--- src/rtl/sync_debounce_if.sv ---
//------------------------------------------------------------------------------
// Module      : sync_debounce_if
// Description : Signal bundle for the sync_debounce input conditioner.
//               master drives the raw level and enable, slave returns the
//               debounced level, its complement, edge strobes and BUSY.
//               D    - raw asynchronous level
//               EN   - debounce enable
//               Q/QN - debounced registered level and its complement
//               RISE - one-cycle strobe on accepted 0->1
//               FALL - one-cycle strobe on accepted 1->0
//               BUSY - synchronised level differs from Q
// Revision    : 1.0 - initial release
//------------------------------------------------------------------------------
`default_nettype none

interface sync_debounce_if;
    logic D;
    logic EN;
    logic Q;
    logic QN;
    logic RISE;
    logic FALL;
    logic BUSY;

    modport master (
        output D,
        output EN,
        input  Q,
        input  QN,
        input  RISE,
        input  FALL,
        input  BUSY
    );

    modport slave (
        input  D,
        input  EN,
        output Q,
        output QN,
        output RISE,
        output FALL,
        output BUSY
    );
endinterface

`default_nettype wire

--- src/rtl/sync_debounce.sv ---
//------------------------------------------------------------------------------
// Module      : sync_debounce
// Description : Synchronises an asynchronous single-bit level into the CK
//               domain and accepts a new level only after it has been seen
//               for DEBOUNCE_CYCLES consecutive enabled edges.
// Ports       : CK  - clock, rising edge
//               RN  - asynchronous active-low reset
//               bus - sync_debounce_if.slave (D, EN in; Q, QN, RISE, FALL,
//                     BUSY out)
// Revision    : 1.0 - initial release
//------------------------------------------------------------------------------
`default_nettype none

module sync_debounce #(
    parameter int SYNC_STAGES     = 2,
    parameter int DEBOUNCE_CYCLES = 4,
    parameter int CNT_W           = 3
) (
    input  wire             CK,
    input  wire             RN,
    sync_debounce_if.slave  bus
);

    localparam logic [CNT_W-1:0] c_CNT_LAST = CNT_W'(DEBOUNCE_CYCLES - 1);

    // Only the next stage samples r_sync[0]; it may go metastable.
    logic [SYNC_STAGES-1:0] r_sync;
    logic [CNT_W-1:0]       r_cnt;
    logic                   r_q;
    logic                   r_rise;
    logic                   r_fall;
    logic                   w_s;
    logic                   w_diff;

    assign w_s    = r_sync[SYNC_STAGES-1];
    assign w_diff = w_s ^ r_q;

    // Synchroniser shifts on every edge regardless of EN.
    always_ff @(posedge CK or negedge RN) begin
        if (!RN) begin
            r_sync <= '0;
        end else begin
            r_sync <= {r_sync[SYNC_STAGES-2:0], bus.D};
        end
    end

    // Debounce counter, accepted level and strobes. Strobes default low so
    // they are exactly one cycle wide and clear on EN=0 edges.
    always_ff @(posedge CK or negedge RN) begin
        if (!RN) begin
            r_cnt  <= '0;
            r_q    <= 1'b0;
            r_rise <= 1'b0;
            r_fall <= 1'b0;
        end else begin
            r_rise <= 1'b0;
            r_fall <= 1'b0;
            if (bus.EN) begin
                if (!w_diff) begin
                    r_cnt <= '0;
                end else if (r_cnt == c_CNT_LAST) begin
                    r_cnt  <= '0;
                    r_q    <= w_s;
                    r_rise <= w_s;
                    r_fall <= ~w_s;
                end else begin
                    r_cnt <= r_cnt + 1'b1;
                end
            end
        end
    end

    assign bus.Q    = r_q;
    assign bus.QN   = ~r_q;
    assign bus.RISE = r_rise;
    assign bus.FALL = r_fall;
    // Decoded from registers only; no combinational path from D.
    assign bus.BUSY = w_diff;

endmodule

`default_nettype wire
--- src/flat_wrapper.sv ---
// flat-port wrapper written by rule: the top's interface ports become plain ports
module sync_debounce_flat 
#(
    parameter int SYNC_STAGES     = 2,
    parameter int DEBOUNCE_CYCLES = 4,
    parameter int CNT_W           = 3
)
  (CK, RN, bus_D, bus_EN, bus_Q, bus_QN, bus_RISE, bus_FALL, bus_BUSY);
  sync_debounce_if bus_i ();
  input  wire CK;
  input  wire RN;
  input wire logic [$bits(bus_i.D)-1:0] bus_D;
  input wire logic [$bits(bus_i.EN)-1:0] bus_EN;
  output wire logic [$bits(bus_i.Q)-1:0] bus_Q;
  output wire logic [$bits(bus_i.QN)-1:0] bus_QN;
  output wire logic [$bits(bus_i.RISE)-1:0] bus_RISE;
  output wire logic [$bits(bus_i.FALL)-1:0] bus_FALL;
  output wire logic [$bits(bus_i.BUSY)-1:0] bus_BUSY;
  assign bus_i.D = bus_D;
  assign bus_i.EN = bus_EN;
  assign bus_Q = bus_i.Q;
  assign bus_QN = bus_i.QN;
  assign bus_RISE = bus_i.RISE;
  assign bus_FALL = bus_i.FALL;
  assign bus_BUSY = bus_i.BUSY;
  sync_debounce #(.SYNC_STAGES(SYNC_STAGES), .DEBOUNCE_CYCLES(DEBOUNCE_CYCLES), .CNT_W(CNT_W)) u_core (.CK(CK), .RN(RN), .bus(bus_i));
endmodule
--- config.mk ---
export PLATFORM = sky130hd
export DESIGN_NAME = sync_debounce_flat
export DESIGN_NICKNAME = d
export VERILOG_FILES = /design/src/rtl/sync_debounce_if.sv /design/src/rtl/sync_debounce.sv /design/src/flat_wrapper.sv
export SDC_FILE = /design/constraint.sdc
export NUM_CORES = 1
export LEC_CHECK = 0
export ABC_AREA = 1
export CORE_AREA = 2 2 39 41
export DETAILED_ROUTE_END_ITERATION = 10
export DIE_AREA = 0 0 41 43
export GPL_TIMING_DRIVEN = 0
export HOLD_SLACK_MARGIN = 0.08
export PLACE_DENSITY = 0.48
export SKIP_LAST_GASP = 1
export SLEW_MARGIN = 20
export SYNTH_ARGS = -nofsm -noshare
export SYNTH_HDL_FRONTEND = slang
export SYNTH_SLANG_ARGS = --single-unit
--- constraint.sdc ---
create_clock -name CK -period 1.25 [get_ports CK]
set_clock_uncertainty 0.1 [all_clocks]
set_input_delay 0.25 -clock CK [delete_from_list [all_inputs] [get_ports CK]]
set_output_delay 0.25 -clock CK [all_outputs]
set_load 0.005 [all_outputs]
# After elaboration in Yosys (flattened, before gate mapping)
# Cells that the tools add are included.
# word_totals
reg_bits,8
in_bits,4
out_inout_bits,5
wordCells,19
# op_classes
addsub,1
n_eq_ne,1
mux,8
n_bitwise,3
n_reduce_logical,1
# ops
operator,count
$mux 1,6
$mux 3,2
$add 3x1->3 const B,1
$eq 3x2->1 const B,1
$reduce_and 3->1,1
$not 1->1,2
$xor 1x1->1,1

# Logic depth before layout (Yosys ltp)
# depth
depth_word,4
mapped_depth,5
depth_no_buf,5

# Least setup slack after synthesis
# No wires, ideal clock.
# synth_path
kind,register to register
start,reg u_core.r_cnt[0]
end,"reg u_core.r_q, in the netlist u_core.bus.Q"
setup_time_ns,0.077
arrival_ns,0.842
t_required_ns,1.073
slack_ns,0.231
path_stages_with_launch,5
n_path_buf,0
period_less_slack_ns,1.019
path_cell_list,dfrtp_1 ha_1 nand3_1 nand2_1 o21ai_1
# synth_between
elab_chain_cells,2
# synth_rtl
element,line,source
start: declaration,sync_debounce.sv:28,logic [CNT_W-1:0] r_cnt;
start signal: assignment,sync_debounce.sv:67,r_cnt <= r_cnt + 1'b1;
$eq 3x2->1,sync_debounce.sv:61,end else if (r_cnt == c_CNT_LAST) begin
$reduce_and 3->1 (no line),--,
end signal: assignment,sync_debounce.sv:63,r_q <= w_s;
end: declaration,sync_debounce.sv:29,logic r_q;
# Every way passes these cells.
# A chain may end at the register's enable or synchronous reset.

# Final worst setup path
# layout_path
start,"reg u_core.r_q, in the netlist u_core.bus.Q"
end,out bus_BUSY
# layout_between
elab_chain_cells,1
# layout_rtl
element,line,source
$xor 1x1->1,sync_debounce.sv:36,assign w_diff = w_s ^ r_q;
end: declaration,flat_wrapper.sv:18,output wire logic [$bits(bus_i.BUSY)-1:0] bus_BUSY;
# Every way passes these cells.

==> impl_metrics.tcl <==
set metrics [dict create \
    die_area_um2 1760 \
    crit_required_ns 0.90 \
    numPortBuffers 8 \
    multiInputGateArea_um2 104 \
    fp-row-count 14 \
    setup-violations-final 2 \
    vdd_drop_max_v 0.000658 \
    syn2layout_area_growth_pct 51.8 \
    netlist.area_leader.share 0.632 \
    power.net_switching_uw 256 \
    cts_tree "yes" \
    cts_inserted_buffers 3 \
    p_int_uw 644 \
    powerDensity_nw_per_um2 1870 \
    placed_cell_area_um2 417 \
    wl_met3_um 51 \
    tightest_slew_ns 0.354 \
    sw_frac_of_total 0.285 \
    synth_ff_type "dfrtp_1" \
    p_seq_frac 0.393 \
    clk_path_buf_depth 2 \
    clock_latency_ns 0.24 \
    antenna_found_initial 0 \
    highest_layer "met3" \
    syn_area_um2 317 \
    synth_cell_type_count 10 \
    leakagePower_nw 0.251 \
    syn_avg_cell_area_um2 9.59 \
    io_pins 9 \
    fin_area_um2 480 \
    ff2ff_setup_slack_ns 0.09 \
    antenna_cells 0 \
    fin_cells 65 \
    ys_seq_area_frac 0.632 \
    dp_worst_setup_slack_ns -0.230 \
    yosysTopAreaCell "dfrtp_1" \
    drive_gt1_frac 0.327 \
    synth_edf_count 0 \
    async_reset_ff_frac 1.00 \
    place_congestion 0.740 \
    yosysMostFrequentCell "nand2_1" \
    wl_met2_um 255 \
    start_util 0.229 \
    rsz0062_at_grt "true" \
    syn_nets 38 \
    die_w_um 41 \
    ys.warnings.count 0 \
    drc 0 \
    clock-sinks 8 \
    num-nets-final 56 \
    hpwlAfterDp_um 386 \
    ys_top_cells_by_area "dfrtp_1 63%, nand2_1 11%, nand3_1 6.3%" \
    antenna_left 0 \
    syn_inst 33 \
    postRouteWirelength_um 528 \
    relSlewSlack 0.763 \
    grt_pass1_wl_um 855 \
    path_clk_slew_ns 0.05 \
    avgViaCountPerCell 4.05 \
    ff_latch_area_um2 200 \
    grt_pass1_vias 224 \
    crit_type "reg2out" \
    wl_per_cell_um 8.12 \
    wl_met1_um 221 \
    core_um2 1380 \
    via_count 263 \
    cap_viol_max_count 0 \
    drtIter0Drc 4 \
    worstHoldPathType "in2async" \
    start_kind "flip-flop" \
    end_kind "output pin" \
    gr-total-overflow 0 \
    nFillCells 163 \
    root_buffer "clkbuf_4" \
    combPwrFrac 0.405 \
    max_freq_mhz 762 \
    failed_checks "negative setup slack" \
    clkPwrFrac 0.203 \
    gr-usage-all-layers 0.0831 \
    dr.pass1.iters 3 \
    die_h_um 43 \
    hold_violations 0 \
    final.period_utilization 1.05 \
    cts_htree_levels 1 \
    layout_min_cycle_time_ns 1.31 \
    status "complete, but fails checks" \
    setup_ws_ns -0.0623 \
    crit_arrival_ns 0.96 \
    synth-seq-cells 8 \
    path_max_fanout 3 \
    grt_max_degree 9 \
    slew_viol_final 0 \
    cts_hold_buf 0 \
    dp_cells 57 \
    synth_top_cells_by_count "9 x nand2_1, 8 x dfrtp_1, 4 x nand3_1" \
]
stage by stage:
step / TNS (ns) / utilization / power (mW) / hold slack [ns]
3_3_place_gp: -0.342 / 0.301 / 0.598 / 0.233
6_report: -0.104 / 0.347 / 0.900 / 0.181
2_1_floorplan: 0 / - / 0.470 / -0.146
4_1_cts: -0.189 / 0.344 / 0.905 / 0.186
3_5_place_dp: -0.365 / 0.301 / 0.605 / 0.238
5_1_grt: -0.277 / 0.347 / 0.976 / 0.199
worst max-delay path, cell delays in order (launching register included):
cell and delay [ns]:
dfrtp_1 0.42, inv_2 0.08, nand2_2 0.06, nand2_2 0.06
buf_2 0.11
final cells by class:
class	count	share of cell area
Timing Repair Buffer	13	0.247
Inverter	4	0.0312
Clock buffer	3	0.0469
Tap cell	16	0.0417
Multi-Input combinational cell	21	0.216
Sequential cell	8	0.417
final timing paths:
path	start	end	cells after the start
hold reg to reg	u_core.r_sync[0]	u_core.r_sync[1]	0
min in group CK	u_core.r_sync[0]	u_core.r_sync[1]	0
max in group asynchronous	RN	u_core.r_cnt[0]	1
hold / removal	RN	u_core.r_cnt[2]	1
setup reg to reg	u_core.bus.Q	u_core.r_cnt[1]	7
setup / recovery	u_core.bus.Q	bus_BUSY	4
cell usage in the layout (no fill, tap or decap):
| master | Yosys | routed |
|---|---|---|
| buf_2 | 0 | 1 |
| buf_4 | 0 | 4 |
| buf_6 | 0 | 3 |
| clkbuf_4 | 0 | 3 |
| clkdlybuf4s15_1 | 0 | 2 |
| clkdlybuf4s50_1 | 0 | 3 |
| dfrtp_1 | 8 | 8 |
| ha_1 | 1 | 1 |
| inv_1 | 3 | 3 |
| inv_2 | 1 | 1 |
| nand2_1 | 9 | 8 |
| nand2_2 | 2 | 3 |
| nand3_1 | 4 | 4 |
| nor2_1 | 3 | 3 |
| nor2_2 | 1 | 1 |
| o21ai_1 | 1 | 1 |
state kept, by name, indices dropped and copies added (netlist names):
register and flops:
u_core.bus.Q 1, u_core.bus.FALL 1, u_core.r_sync 2, u_core.bus.RISE 1, u_core.r_cnt 3
per-layer routing:
layer / vias up / GRT usage
met4: 0 / 0.0400
met3: 0 / 0.0942
met5: - / 0
met1: 117 / 0.0894
li1: 138 / -
met2: 8 / 0.0969
power groups by stage:
| stage | registers (mW) | clock network, mW | logic (mW) |
|---|---|---|---|
| finish | 0.353 | 0.182 | 0.364 |
| global route | 0.362 | 0.210 | 0.403 |
| CTS | 0.353 | 0.195 | 0.357 |
| detailed placement | 0.355 | 0 | 0.250 |
| global placement | 0.353 | 0 | 0.245 |
| floorplan | 0.351 | 0 | 0.119 |
logic make-up (layout without fill, tap and decap cells):
| logic type | count (synthesis) | after routing | share of synthesized area |
|---|---|---|---|
| compound gates | 1 | 1 | 0.0158 |
| buf+inv | 4 | 20 | 0.0474 |
| fa+ha+maj | 1 | 1 | 0.0395 |
| flops | 8 | 8 | 0.632 |
| simple gates | 19 | 19 | 0.265 |
repair_timing:
action | in CTS | in global routing
setup buffers | 5 | 1
gates resized for setup | 18 | 3
pin swaps | 1 | 0
setup endpoints to repair | 5 | 6
Power figures use the tool's default switching activity.
